--- src/rtl/mem_access_pkg.sv ---
// rtl/mem_access_pkg.sv - opcodes, funct3 codes, FSM states and access-size helper
package mem_access_pkg;

  localparam logic [6:0] OPC_LOAD  = 7'b0000011;
  localparam logic [6:0] OPC_STORE = 7'b0100011;

  localparam logic [2:0] F3_B  = 3'd0;
  localparam logic [2:0] F3_H  = 3'd1;
  localparam logic [2:0] F3_W  = 3'd2;
  localparam logic [2:0] F3_D  = 3'd3;
  localparam logic [2:0] F3_BU = 3'd4;
  localparam logic [2:0] F3_HU = 3'd5;
  localparam logic [2:0] F3_WU = 3'd6;

  typedef enum logic [2:0] {
    IDLE  = 3'd0,
    RD    = 3'd1,
    MERGE = 3'd2,
    WR    = 3'd3,
    FIN   = 3'd4
  } state_e;

  // Byte count of an access; funct3 7 falls into the doubleword slot but is rejected upstream.
  function automatic logic [3:0] size_of(input logic [2:0] funct3);
    case (funct3)
      F3_B, F3_BU: size_of = 4'd1;
      F3_H, F3_HU: size_of = 4'd2;
      F3_W, F3_WU: size_of = 4'd4;
      default:     size_of = 4'd8;
    endcase
  endfunction

endpackage

--- src/rtl/store_merge.sv ---
// rtl/store_merge.sv - replaces byte lanes [off .. off+size-1] of a doubleword with new low bytes
module store_merge (
  input  logic [63:0] old_word,
  input  logic [63:0] new_word,
  input  logic [2:0]  off,
  input  logic [3:0]  size,
  output logic [63:0] merged
);

  logic [7:0]  lane_en;
  logic [63:0] shifted;

  always_comb begin
    lane_en = 8'(((16'd1 << size) - 16'd1) << off);
    shifted = new_word << {off, 3'b000};
    merged  = old_word;
    for (int i = 0; i < 8; i++) begin
      if (lane_en[i]) merged[8*i +: 8] = shifted[8*i +: 8];
    end
  end

endmodule

--- src/rtl/data_mem_access.sv ---
// rtl/data_mem_access.sv - multicycle RISC-V load/store sequencer with read-modify-write sub-doubleword stores
module data_mem_access
  import mem_access_pkg::*;
#(
  parameter int ADDR_W  = 64,
  parameter int TIMEOUT = 255
) (
  input  logic              clk,
  input  logic              reset,
  input  logic              start,
  input  logic [31:0]       instr,
  input  logic [ADDR_W-1:0] addr,
  input  logic [63:0]       store_data,
  output logic              mem_req,
  output logic              mem_we,
  output logic [ADDR_W-1:0] mem_addr,
  output logic [63:0]       mem_wdata,
  input  logic [63:0]       mem_rdata,
  input  logic              mem_valid,
  output logic [63:0]       Dataout,
  output logic              busy,
  output logic              done,
  output logic              err
);

  state_e            state_q, state_d;
  logic [2:0]        f3_q, f3_d;
  logic              st_q, st_d;
  logic [ADDR_W-1:0] addr_q, addr_d;
  logic [63:0]       sdata_q, sdata_d;
  logic [63:0]       rdata_q, rdata_d;
  logic [63:0]       wdata_q, wdata_d;
  logic [63:0]       dout_q, dout_d;
  logic              err_q, err_d;
  logic [7:0]        cnt_q, cnt_d;

  logic        is_load, is_store, illegal, misalign, timeout;
  logic [3:0]  acc_size, merge_size;
  logic [2:0]  off;
  logic [63:0] merged;
  logic        unused_instr;

  assign unused_instr = ^{instr[31:15], instr[11:7]};
  assign off          = addr_q[2:0];
  assign merge_size   = size_of(f3_q);
  assign timeout      = (cnt_q == 8'(TIMEOUT - 1));

  store_merge u_store_merge (
    .old_word (rdata_q),
    .new_word (sdata_q),
    .off      (off),
    .size     (merge_size),
    .merged   (merged)
  );

  // Alignment is judged on the incoming request so a bad access never touches memory.
  always_comb begin
    is_load  = (instr[6:0] == OPC_LOAD);
    is_store = (instr[6:0] == OPC_STORE);
    acc_size = size_of(instr[14:12]);
    illegal  = is_load ? (instr[14:12] == 3'd7) : (instr[14:12] > F3_D);
    misalign = illegal || ((addr[2:0] & 3'(acc_size - 4'd1)) != 3'd0);
  end

  always_comb begin
    state_d = state_q;
    f3_d    = f3_q;
    st_d    = st_q;
    addr_d  = addr_q;
    sdata_d = sdata_q;
    rdata_d = rdata_q;
    wdata_d = wdata_q;
    dout_d  = dout_q;
    err_d   = err_q;
    cnt_d   = cnt_q;
    case (state_q)
      IDLE: begin
        if (start && (is_load || is_store)) begin
          f3_d    = instr[14:12];
          st_d    = is_store;
          addr_d  = addr;
          sdata_d = store_data;
          err_d   = misalign;
          cnt_d   = 8'd0;
          if (misalign)                        state_d = FIN;
          else if (is_store && instr[14:12] == F3_D) begin
            wdata_d = store_data;
            state_d = WR;
          end else                             state_d = RD;
        end
      end
      RD: begin
        if (mem_valid) begin
          if (st_q) begin
            rdata_d = mem_rdata;
            state_d = MERGE;
          end else begin
            dout_d  = mem_rdata >> {off, 3'b000};
            state_d = FIN;
          end
        end else if (timeout) begin
          err_d   = 1'b1;
          state_d = FIN;
        end else cnt_d = cnt_q + 8'd1;
      end
      MERGE: begin
        wdata_d = merged;
        cnt_d   = 8'd0;
        state_d = WR;
      end
      WR: begin
        if (mem_valid) state_d = FIN;
        else if (timeout) begin
          err_d   = 1'b1;
          state_d = FIN;
        end else cnt_d = cnt_q + 8'd1;
      end
      FIN:     state_d = IDLE;
      default: state_d = IDLE;
    endcase
  end

  always_ff @(posedge clk or posedge reset) begin
    if (reset) begin
      state_q <= IDLE;
      f3_q    <= 3'd0;
      st_q    <= 1'b0;
      addr_q  <= '0;
      sdata_q <= 64'd0;
      rdata_q <= 64'd0;
      wdata_q <= 64'd0;
      dout_q  <= 64'd0;
      err_q   <= 1'b0;
      cnt_q   <= 8'd0;
    end else begin
      state_q <= state_d;
      f3_q    <= f3_d;
      st_q    <= st_d;
      addr_q  <= addr_d;
      sdata_q <= sdata_d;
      rdata_q <= rdata_d;
      wdata_q <= wdata_d;
      dout_q  <= dout_d;
      err_q   <= err_d;
      cnt_q   <= cnt_d;
    end
  end

  assign mem_req   = (state_q == RD) || (state_q == WR);
  assign mem_we    = (state_q == WR);
  assign mem_addr  = {addr_q[ADDR_W-1:3], 3'b000};
  assign mem_wdata = wdata_q;
  assign Dataout   = dout_q;
  assign busy      = (state_q != IDLE);
  assign done      = (state_q == FIN);
  assign err       = (state_q == FIN) && err_q;

endmodule
--- config.mk ---
export PLATFORM = sky130hd
export DESIGN_NAME = data_mem_access
export DESIGN_NICKNAME = d
export VERILOG_FILES = /design/src/rtl/mem_access_pkg.sv /design/src/rtl/store_merge.sv /design/src/rtl/data_mem_access.sv
export SDC_FILE = /design/constraint.sdc
export NUM_CORES = 1
export LEC_CHECK = 0
export CAP_MARGIN = 20
export CORE_MARGIN = 3
export CORE_UTILIZATION = 46
export CTS_CLUSTER_DIAMETER = 50
export DETAILED_ROUTE_END_ITERATION = 6
export GPL_ROUTABILITY_DRIVEN = 0
export GPL_TIMING_DRIVEN = 0
export PLACE_DENSITY_LB_ADDON = 0.05
export SLEW_MARGIN = 15
export SYNTH_ARGS = -nofsm -noshare
export SYNTH_HDL_FRONTEND = slang
export SYNTH_SLANG_ARGS = --single-unit
--- constraint.sdc ---
create_clock -name clk -period 13 [get_ports clk]
set_input_delay 3.25 -clock clk [delete_from_list [all_inputs] [get_ports clk]]
set_output_delay 3.25 -clock clk [all_outputs]
set_load 0.005 [all_outputs]
==> results.md <==
- Initial Util: between 40 and 50%
- Routed Antenna Nets: 0
- Mapped cell area: 17,700 sq um
- Via-to-Cell Ratio: slightly below 6
- Hold WS: 467 ps
- RSZ-0062 raised after global routing: no
- Initial antenna violation count: 0
- Max-slew violations: 0
- Number of global-route vias before repair: between 10,000 and 15,000
- Syn. warnings: 0
- Worst Path Required: 9750 ps
- Worst-Skew Late Latency: around 560 ps
- WL final: around 63,000 um
- Pwr/cell area: 167 nW/um^2
- # Max-Cap Violations: 0
- Period minus WS final: 5360 ps
- Post-synth top flop: dfrtp_1
- Post-DP HPWL: 48,900 um
- Setup bufs post-CTS: 0
- DIE WIDTH: 202 um
- CTS root buf: clkbuf_16
- Global-route usage over all layers: between 20% and 30%
- Peak Freq: 187 MHz
- Count of input and output buffers: 399
- Worst Path Arrival: around 2100 ps
- Most common cell after layout, fill and taps aside: clkdlybuf4s50_1
- Final hold vios: 0
- Endpoint class of the critical path: output port
- R2r setup slk: between 10,000 and 15,000 ps
- DP Worst Slack: 7350 ps
- Vias: 14,900
- CTS H-tree depth: 2
- Max clock buf depth: 3
- Final WS setup: about 7600 ps
- Share of cells above drive strength 1: 22.7%
- IO Pins: 425
- Util after Layout: 63.1%
- Syn Area/Cell: 11.2 sq um
- Global-route wire length before repair: 92,500 um
- Post-Syn Instances: approximately 1,600
- Die ar.: 40,900 sq um
- Syn-to-layout area delta: 34.6%
- Hold Path Class: register to register
- R2r startpoint: f3_q[1]
- Crit-path max FO: 9
- Commonest cells after routing, fill and taps aside: clkdlybuf4s50_1 (399), dfrtp_1 (335), mux2_2 (196)
- Synth Register Bits: about 340
- Skew final: 23.8 ps
- Status: finished clean
- Reg2Reg Capture Point: mem_wdata[25]
- CTS buffer count: 41
- R2r worst-path depth: 10
- DR WL/cell: 24.4 um
- Slew margin rel.: 39.5%
- Final period util: 41.2%
- Hold depth: 2
- Area of the core: 37,800 sq um
- CTS tree: yes
- P_leak: 10.8 nW
- CTS Hold Bufs: 0
- DRC: 0
- Multi-input logic area: a little over 8000 sq um
- Crit path kind: register to output port
- Post-CTS Resized: 0
- Fillcell total: 3,075
- EDFF count, synth: 0
- Yosys cell types: 67
- Layout net count: 2,259
- DR iter-0 viols: roughly 1,400
- Grt total ovfl: 0
- # rows: just over 70
- Largest net degree at the start of global routing: between 100 and 150
- Worst slew pin tran: 907 ps
- Worst Hold Launch: Dataout[56]
- Startpoint types: register
- VDD IR max: between 80 and 90 uV
- Height of the die: 202 um
- Finish-stage setup viols: 0
- Post-synthesis async set-or-reset flop share: 100%
- Clk pin slew, worst setup/hold paths: about 60 ps
- First-pass detailed-route iteration total: 6
- WHS Endpoint: Dataout[56]
- Seq/Total Area, Yosys: 47.4%
- Sink Count: 335
- Seq. cell area: 8380 sq um
synthesized netlist by cell type (all sizes together) (6+ instances only):
library cell | instances | share of area, %
nand3 | 14 | 0.42
and3 | 26 | 0.92
nand2b | 6 | 0.21
nor2b | 20 | 0.71
inv | 9 | 0.19
mux4 | 33 | 4.2
nand4 | 6 | 0.25
o211ai | 16 | 0.68
nor3 | 6 | 0.33
nand2 | 124 | 2.6
a21o | 9 | 0.38
buf | 153 | 5.7
mux2i | 127 | 7.2
xor2 | 6 | 0.30
o221ai | 16 | 0.89
o21ai | 104 | 3.0
dfrtp | 335 | 47
mux2 | 204 | 13
o21a | 10 | 0.42
clkbuf | 30 | 0.64
nor2 | 88 | 1.9
a211oi | 42 | 1.8
a21oi | 138 | 3.9
a22o | 16 | 0.79
sequential cells by signal, indices dropped and copies added, names as in the netlist:
name       count
sdata_q       64
mem_wdata     64
state_q        3
rdata_q       64
f3_q           2
cnt_q          8
err_q          1
st_q           1
Dataout       64
addr_q        64
critical path, stage by stage (launching register included):
cell	delay, ps
dfrtp_1	350
buf_2	170
nand2b_1	150
buf_2	170
inv_1	110
and2_1	130
clkdlybuf4s50_1	490
cells by family after synthesis:
logic type | count (synthesis) | synth area share (%)
AO/OA/AOI/OAI | 369 | 12.9
multiplexers | 364 | 24.4
flip-flops | 335 | 47.4
other | 2 | 0.0424
XOR/XNOR | 7 | 0.346
buffers and inverters | 192 | 6.51
adder cells (fa/ha/maj) | 4 | 0.269
AND/OR/NAND/NOR | 307 | 8.16
how the worst max path moves through the flow:
stage / from / to
floorplan: reset / Dataout[0]
detailed placement: instr[3] / sdata_q[0]
CTS: state_q[2] / mem_we
global placement: reset / addr_q[61]
global route: state_q[2] / mem_we
finish: state_q[2] / mem_we
routing by layer:
layer	vias to the layer above	part of all wire [%]	GRT usage [%]
met5	-	0	0
met3	157	9.0	6.22
met2	840	46	47.4
li1	6546	-	-
met1	7391	41	41.0
met4	0	3.9	10.1
layout make-up:
class,instances,share of cell area (%)
buffer,183,4.70
tap,511,2.68
clock buffer,50,4.84
antenna,1,0.0105
clock inverter,22,0.946
inverter,9,0.173
timing repair buffer,403,17.1
sequential,335,35.2
multi-input combinational,1055,34.3
power by group:
part | leakage [nW] | switching (mW) | internal (mW)
Sequential | 4.51 | 0.196 | 1.29
Clock | 0.674 | 0.459 | 0.695
Combinational | 5.60 | 0.595 | 0.737
Total | 10.8 | 1.25 | 2.72
metrics by stage:
stage / total power [mW] / instance area (sq um) / std cells / TNS (ps)
after global routing: 4.15 / 23800 / 2568 / 0
after CTS: 3.98 / 23800 / 2568 / 0
after floorplan: 2.10 / 17700 / 1582 / 0
after global placement: 2.78 / 22300 / 2492 / -1206410
final: 3.97 / 23800 / 2569 / 0
after detailed placement: 2.81 / 22400 / 2496 / 0
(Power assumes the default switching activity.)
==> RTL edit 1 (same flow settings) <==
`TIMEOUT`: 255 -> 128.
--- a/src/rtl/data_mem_access.sv
+++ b/src/rtl/data_mem_access.sv
@@ -3,7 +3,7 @@
   import mem_access_pkg::*;
 #(
   parameter int ADDR_W  = 64,
-  parameter int TIMEOUT = 255
+  parameter int TIMEOUT = 128
 ) (
   input  logic              clk,
   input  logic              reset,
Function: no difference found for any inputs over 4 cycles, from zero or initial values and one cycle with reset high; that may be too few to reach the edited logic, so the function may still have changed.
==> RTL edit 1 against the original RTL <==
- combinational power down 13%
- worst hold slack better by 0.0010 ns
- utilization down 0.46 points
- area after synthesis up 2.5%
- design area up 2.1%
- wire length up 6.3%
- register-to-register slack worse by 0.10 ns
- power down 6.5%
- sequential cell count unchanged
- setup slack worse by 0.059 ns
- sequential share of layout area down 0.72 points
- critical endpoint is now addr_q[63]
==> RTL edit 1: results (changes against the original RTL) <==
| Metric | Value |
|---|---|
| Status | `complete, no violations` |
| Layout Nets | `2319 (+2.7%)` |
| First-pass GRT wire length | `98300 um (+6.2%)` |
| Final std cells w/o fill | `2640 (+2.8%)` |
| Critical path's slowest cell | `clkbuf_1` |
| Clk slew on worst S/H paths | `0.06 ns (about the same)` |
| Commonest cells post-synth | `dfrtp_1, mux2_2, nand2_1` |
| Share of Yosys cell area claimed by the top area cell type | `0.4624 (-0.01134)` |
| Slew Limit Headroom | `0.4130 (+0.01749)` |
| Pleak | `10.79 nW (about the same)` |
| All-layer global routing usage | `0.3135 (+0.01561)` |
| Postcts setup bufs | `0 (unchanged)` |
| Largest cells by area after synthesis | `dfrtp_1, mux2_2, mux2i_1, buf_4, nand2_1` |
| Crit path DAT | `5.86 ns (+3.75 ns)` |
| Htree depth | `2 (unchanged)` |
| Clk_lat worst skew | `0.58 ns (+0.02 ns)` |
| Crit-path max cell delay | `0.54 ns (+0.05 ns)` |
| Post-Route WL | `66520 um (+6.3%)` |
| Final clock skew | `0.02147 ns (-0.002297 ns)` |
| Count of cell types in the netlist | `70 (+4.5%)` |
| Number of global-route vias before repair | `15740 (+6.1%)` |
| Total CTS buffers | `42 (+2.4%)` |
| Largest net degree at the start of global routing | `113 (+7.6%)` |
| Post-detail-place hpwl | `51550 um (+5.5%)` |
| Sequential area share after synthesis | `0.4624 (-0.01134)` |
| Gate Count Post-Synth | `1641 (+3.9%)` |
| Worst min path class | `register to register` |
| Initial DRC count | `1372 (-4.9%)` |
| DRT Pass-1 Iters | `5 (-1)` |
| Via density | `5.936 (+2.1%)` |
| Clock buffer depth | `3 (unchanged)` |
| Post-CTS resize count | `0 (unchanged)` |
| Worst-path fanout max | `10 (+1)` |
| Initial antenna violation count | `3 (+3)` |
| Post-DP Area | `22870 um2 (+1.9%)` |
| Share of post-route cells with drive strength above 1 | `0.2358 (+0.009306)` |
| Worst vdd ir | `0.1082 mV (+23%)` |
## RTL edit 1: cell count changes in the layout (fill, tap and decap cells not counted), moves of 15 or more
cell	delta
nand3_1	+20
o31ai_1	+29
o2bb2ai_1	+15
and3_1	-22
nor2_1	-18
buf_2	+15
mux4_2	-17
a21oi_1	-55
mux2i_1	-19
o21ai_1	-19
mux2_2	+39
a41oi_1	+18
## RTL edit 1: layout make-up
cell class / instances / area [um2]
Timing Repair Buffer: 402 / 4076
Tap cell: 518 / 648.1
Antenna cell: 2 / 5.005
Inverter: 18 / 75.07
Clock inverter: 22 / 251.5
Multi-Input combinational cell: 1093 / 8532
Fill cell: 3220 / 14510
Sequential cell: 335 / 8383
Clock buffer: 53 / 1186
Buffer: 197 / 1156
## RTL edit 1: where the power goes
part           total (mW)  internal (mW)  switching [mW]
clock network        1.20          0.731           0.471
logic                1.16          0.607           0.548
registers            1.35           1.21           0.138
total                3.71           2.55            1.16
## RTL edit 1: path summary, 6_finish.rpt
check,to,cells past startpoint,slack [ns],from
min in group asynchronous,addr_q[63],2,3.13,reset
worst max-delay path,addr_q[63],6,7.58,instr[2]
max in group asynchronous,Dataout[5],4,8.62,reset
worst max register to register,mem_wdata[41],10,9.97,f3_q[1]
worst min register to register,Dataout[62],2,0.47,Dataout[62]
worst min-delay path,Dataout[62],2,0.47,Dataout[62]
## RTL edit 1: kinds of logic (layout without fill, tap and decap cells)
| group | count (synthesis) | count (layout) | share of synthesized area |
|---|---|---|---|
| AO/OA/AOI/OAI | 392 | 392 | 0.1463 |
| XOR/XNOR | 1 | 1 | 0.0004831 |
| adder cells (fa/ha/maj) | 2 | 2 | 0.001380 |
| buffers and inverters | 215 | 692 | 0.06749 |
| flip-flops | 335 | 335 | 0.4624 |
| multiplexers | 369 | 369 | 0.2317 |
| other | 2 | 6 | 0.0004142 |
| AND/OR/NAND/NOR | 325 | 325 | 0.08992 |
## RTL edit 1: worst max-delay path, delay by kind of cell
family | cells | cell delay [ns]
buffers and inverters | 3 | 1.46
multiplexers | 1 | 0.38
AND/OR/NAND/NOR | 2 | 0.75
## RTL edit 1: metal layers
layer	routed length, um	vias to the layer above	share of wire	GRT usage
met5	0	-	0	0
met4	3133	0	0.047	0.1330
met3	6439	207	0.097	0.08565
met2	30290	905	0.46	0.4909
met1	26660	7674	0.40	0.4121
li1	-	6886	-	-
## RTL edit 1: metrics by stage
stage	setup TNS (ns)	hold slack (ns)	power (mW)	util	setup slack (ns)
6_report	0	0.4675	3.708	0.6262	7.581
5_1_grt	0	0.5088	3.871	0.6262	7.460
4_1_cts	0	0.4699	3.714	0.6261	7.531
3_5_place_dp	0	0.4565	2.504	0.5890	6.942
3_3_place_gp	-1232.08	0.4547	2.483	0.5867	-3.715
2_1_floorplan	0	0.4628	1.928	-	0.4685
==> RTL edit 2 (same settings) <==
Without the edit above. Add an input register stage for `start`, `instr`, `addr`, `store_data`, `mem_rdata` and `mem_valid`, with the module's reset; this delays them by one clock.
--- a/src/rtl/data_mem_access.sv
+++ b/src/rtl/data_mem_access.sv
@@ -23,6 +23,31 @@
   output logic              err
 );
 
+  logic start_q;
+  logic [31:0] instr_q;
+  logic [ADDR_W-1:0] addr_r;
+  logic [63:0] store_data_q;
+  logic [63:0] mem_rdata_q;
+  logic mem_valid_q;
+
+  always_ff @(posedge clk or posedge reset) begin
+    if (reset) begin
+      start_q      <= '0;
+      instr_q      <= '0;
+      addr_r       <= '0;
+      store_data_q <= '0;
+      mem_rdata_q  <= '0;
+      mem_valid_q  <= '0;
+    end else begin
+      start_q      <= start;
+      instr_q      <= instr;
+      addr_r       <= addr;
+      store_data_q <= store_data;
+      mem_rdata_q  <= mem_rdata;
+      mem_valid_q  <= mem_valid;
+    end
+  end
+
   state_e            state_q, state_d;
   logic [2:0]        f3_q, f3_d;
   logic              st_q, st_d;
@@ -40,7 +65,7 @@
   logic [63:0] merged;
   logic        unused_instr;
 
-  assign unused_instr = ^{instr[31:15], instr[11:7]};
+  assign unused_instr = ^{instr_q[31:15], instr_q[11:7]};
   assign off          = addr_q[2:0];
   assign merge_size   = size_of(f3_q);
   assign timeout      = (cnt_q == 8'(TIMEOUT - 1));
@@ -55,11 +80,11 @@
 
   // Alignment is judged on the incoming request so a bad access never touches memory.
   always_comb begin
-    is_load  = (instr[6:0] == OPC_LOAD);
-    is_store = (instr[6:0] == OPC_STORE);
-    acc_size = size_of(instr[14:12]);
-    illegal  = is_load ? (instr[14:12] == 3'd7) : (instr[14:12] > F3_D);
-    misalign = illegal || ((addr[2:0] & 3'(acc_size - 4'd1)) != 3'd0);
+    is_load  = (instr_q[6:0] == OPC_LOAD);
+    is_store = (instr_q[6:0] == OPC_STORE);
+    acc_size = size_of(instr_q[14:12]);
+    illegal  = is_load ? (instr_q[14:12] == 3'd7) : (instr_q[14:12] > F3_D);
+    misalign = illegal || ((addr_r[2:0] & 3'(acc_size - 4'd1)) != 3'd0);
   end
 
   always_comb begin
@@ -75,27 +100,27 @@
     cnt_d   = cnt_q;
     case (state_q)
       IDLE: begin
-        if (start && (is_load || is_store)) begin
-          f3_d    = instr[14:12];
+        if (start_q && (is_load || is_store)) begin
+          f3_d    = instr_q[14:12];
           st_d    = is_store;
-          addr_d  = addr;
-          sdata_d = store_data;
+          addr_d  = addr_r;
+          sdata_d = store_data_q;
           err_d   = misalign;
           cnt_d   = 8'd0;
           if (misalign)                        state_d = FIN;
-          else if (is_store && instr[14:12] == F3_D) begin
-            wdata_d = store_data;
+          else if (is_store && instr_q[14:12] == F3_D) begin
+            wdata_d = store_data_q;
             state_d = WR;
           end else                             state_d = RD;
         end
       end
       RD: begin
-        if (mem_valid) begin
+        if (mem_valid_q) begin
           if (st_q) begin
-            rdata_d = mem_rdata;
+            rdata_d = mem_rdata_q;
             state_d = MERGE;
           end else begin
-            dout_d  = mem_rdata >> {off, 3'b000};
+            dout_d  = mem_rdata_q >> {off, 3'b000};
             state_d = FIN;
           end
         end else if (timeout) begin
@@ -109,7 +134,7 @@
         state_d = WR;
       end
       WR: begin
-        if (mem_valid) state_d = FIN;
+        if (mem_valid_q) state_d = FIN;
         else if (timeout) begin
           err_d   = 1'b1;
           state_d = FIN;
Function: changed (Yosys sat finds a counterexample within 4 cycles, from zero or initial values and one cycle with reset high).
==> RTL edit 2 against the original RTL <==
- setup slack worse by 0.017 ns
- wire length is 27% higher
- synthesized cell count is 30% higher
- sequential cell count is 204 higher
- critical path depth is 2 lower
- area after synthesis is 30% higher
- critical endpoint unchanged
- final cell count is 27% higher
- non-clock buffer count is 25 higher
- power is 7.1% higher
- sequential share of layout area is 9.3 points higher
- global-route usage is 0.28 points lower
- design area is 27% higher
- clock power is 50% higher
==> RTL edit 2: results (changes against the original RTL) <==
| Metric | Value |
|---|---|
| P per Cell Area | `140.3 nW/um2 (-16%)` |
| Fill count | `4105 (+33%)` |
| Met1 Use GR | `0.4041 (-0.005875)` |
| Flop-to-flop setup slack | `10.29 ns (+0.22 ns)` |
| Crit path DAT | `2.13 ns (+0.02 ns)` |
| Post-detail-place hpwl | `60450 um (+24%)` |
| Multi-input gates | `1306 (+24%)` |
| Initial antenna violation count | `2 (+2)` |
| P_int | `3.109 mW (+14%)` |
| Total CTS buffers | `61 (+49%)` |
| Met3 usage | `0.07260 (+0.01043)` |
| Plain + repair buffers | `611 (+4.3%)` |
| Overall power | `4.250 mW (+7.1%)` |
| Worst-path fanout max | `10 (+1)` |
| Clk_lat worst skew | `0.63 ns (+0.07 ns)` |
| Initial DRC count | `1800 (+25%)` |
| Status | `complete, no violations` |
| # clock sinks | `539 (+61%)` |
| Core box area | `49250 um2 (+30%)` |
| Pleak | `14.11 nW (+31%)` |
| Largest net degree at the start of global routing | `40 (-62%)` |
| Largest cells by area after synthesis | `dfrtp_1, nand2_1, mux2_2, mux2i_1, buf_4` |
| Number of global-route vias before repair | `18450 (+24%)` |
| Sequential area share after synthesis | `0.5845 (+0.1108)` |
| Clk tree area frac | `0.06636 (+0.008511)` |
| Final clock skew | `0.02313 ns (-0.0006341 ns)` |
| Reg-to-reg endpoint | `sdata_q[46]` |
| Buffer share of cell area | `0.1826 (-0.03590)` |
| WL met2 | `35700 um (+25%)` |
| Clock Power Share | `0.406 (+0.115)` |
| Commonest cells post-synth | `dfrtp_1, nand2_1, nor2_1` |
RTL edit 2: changes by cell type after synthesis, sizes merged, moves of 23 or more:
cell / unedited run / this run
dfrtp: 335 / 539
a21oi: 138 / 45
nor2: 88 / 111
mux2: 204 / 109
a31oi: 1 / 24
mux2i: 127 / 99
clkbuf: 30 / 56
nand2: 124 / 515
RTL edit 2: per-stage QoR:
stage,hold slack (ns),cells
final,0.4319,3253
after global routing,0.4566,3252
after CTS,0.4371,3252
after detailed placement,0.4223,3143
after global placement,0.4178,3126
after floorplan,0.4143,2063
RTL edit 2: kinds of logic after synthesis:
group | after synthesis | synth area share
AOI/OAI and AO/OA | 342 | 0.1069
xor gates and xnor gates | 4 | 0.001518
adders and majority gates | 2 | 0.001084
buffers and inverters | 218 | 0.05433
DFF | 539 | 0.5845
muxes | 236 | 0.1235
other | 1 | 0.0001625
and+or+nand+nor | 719 | 0.1281
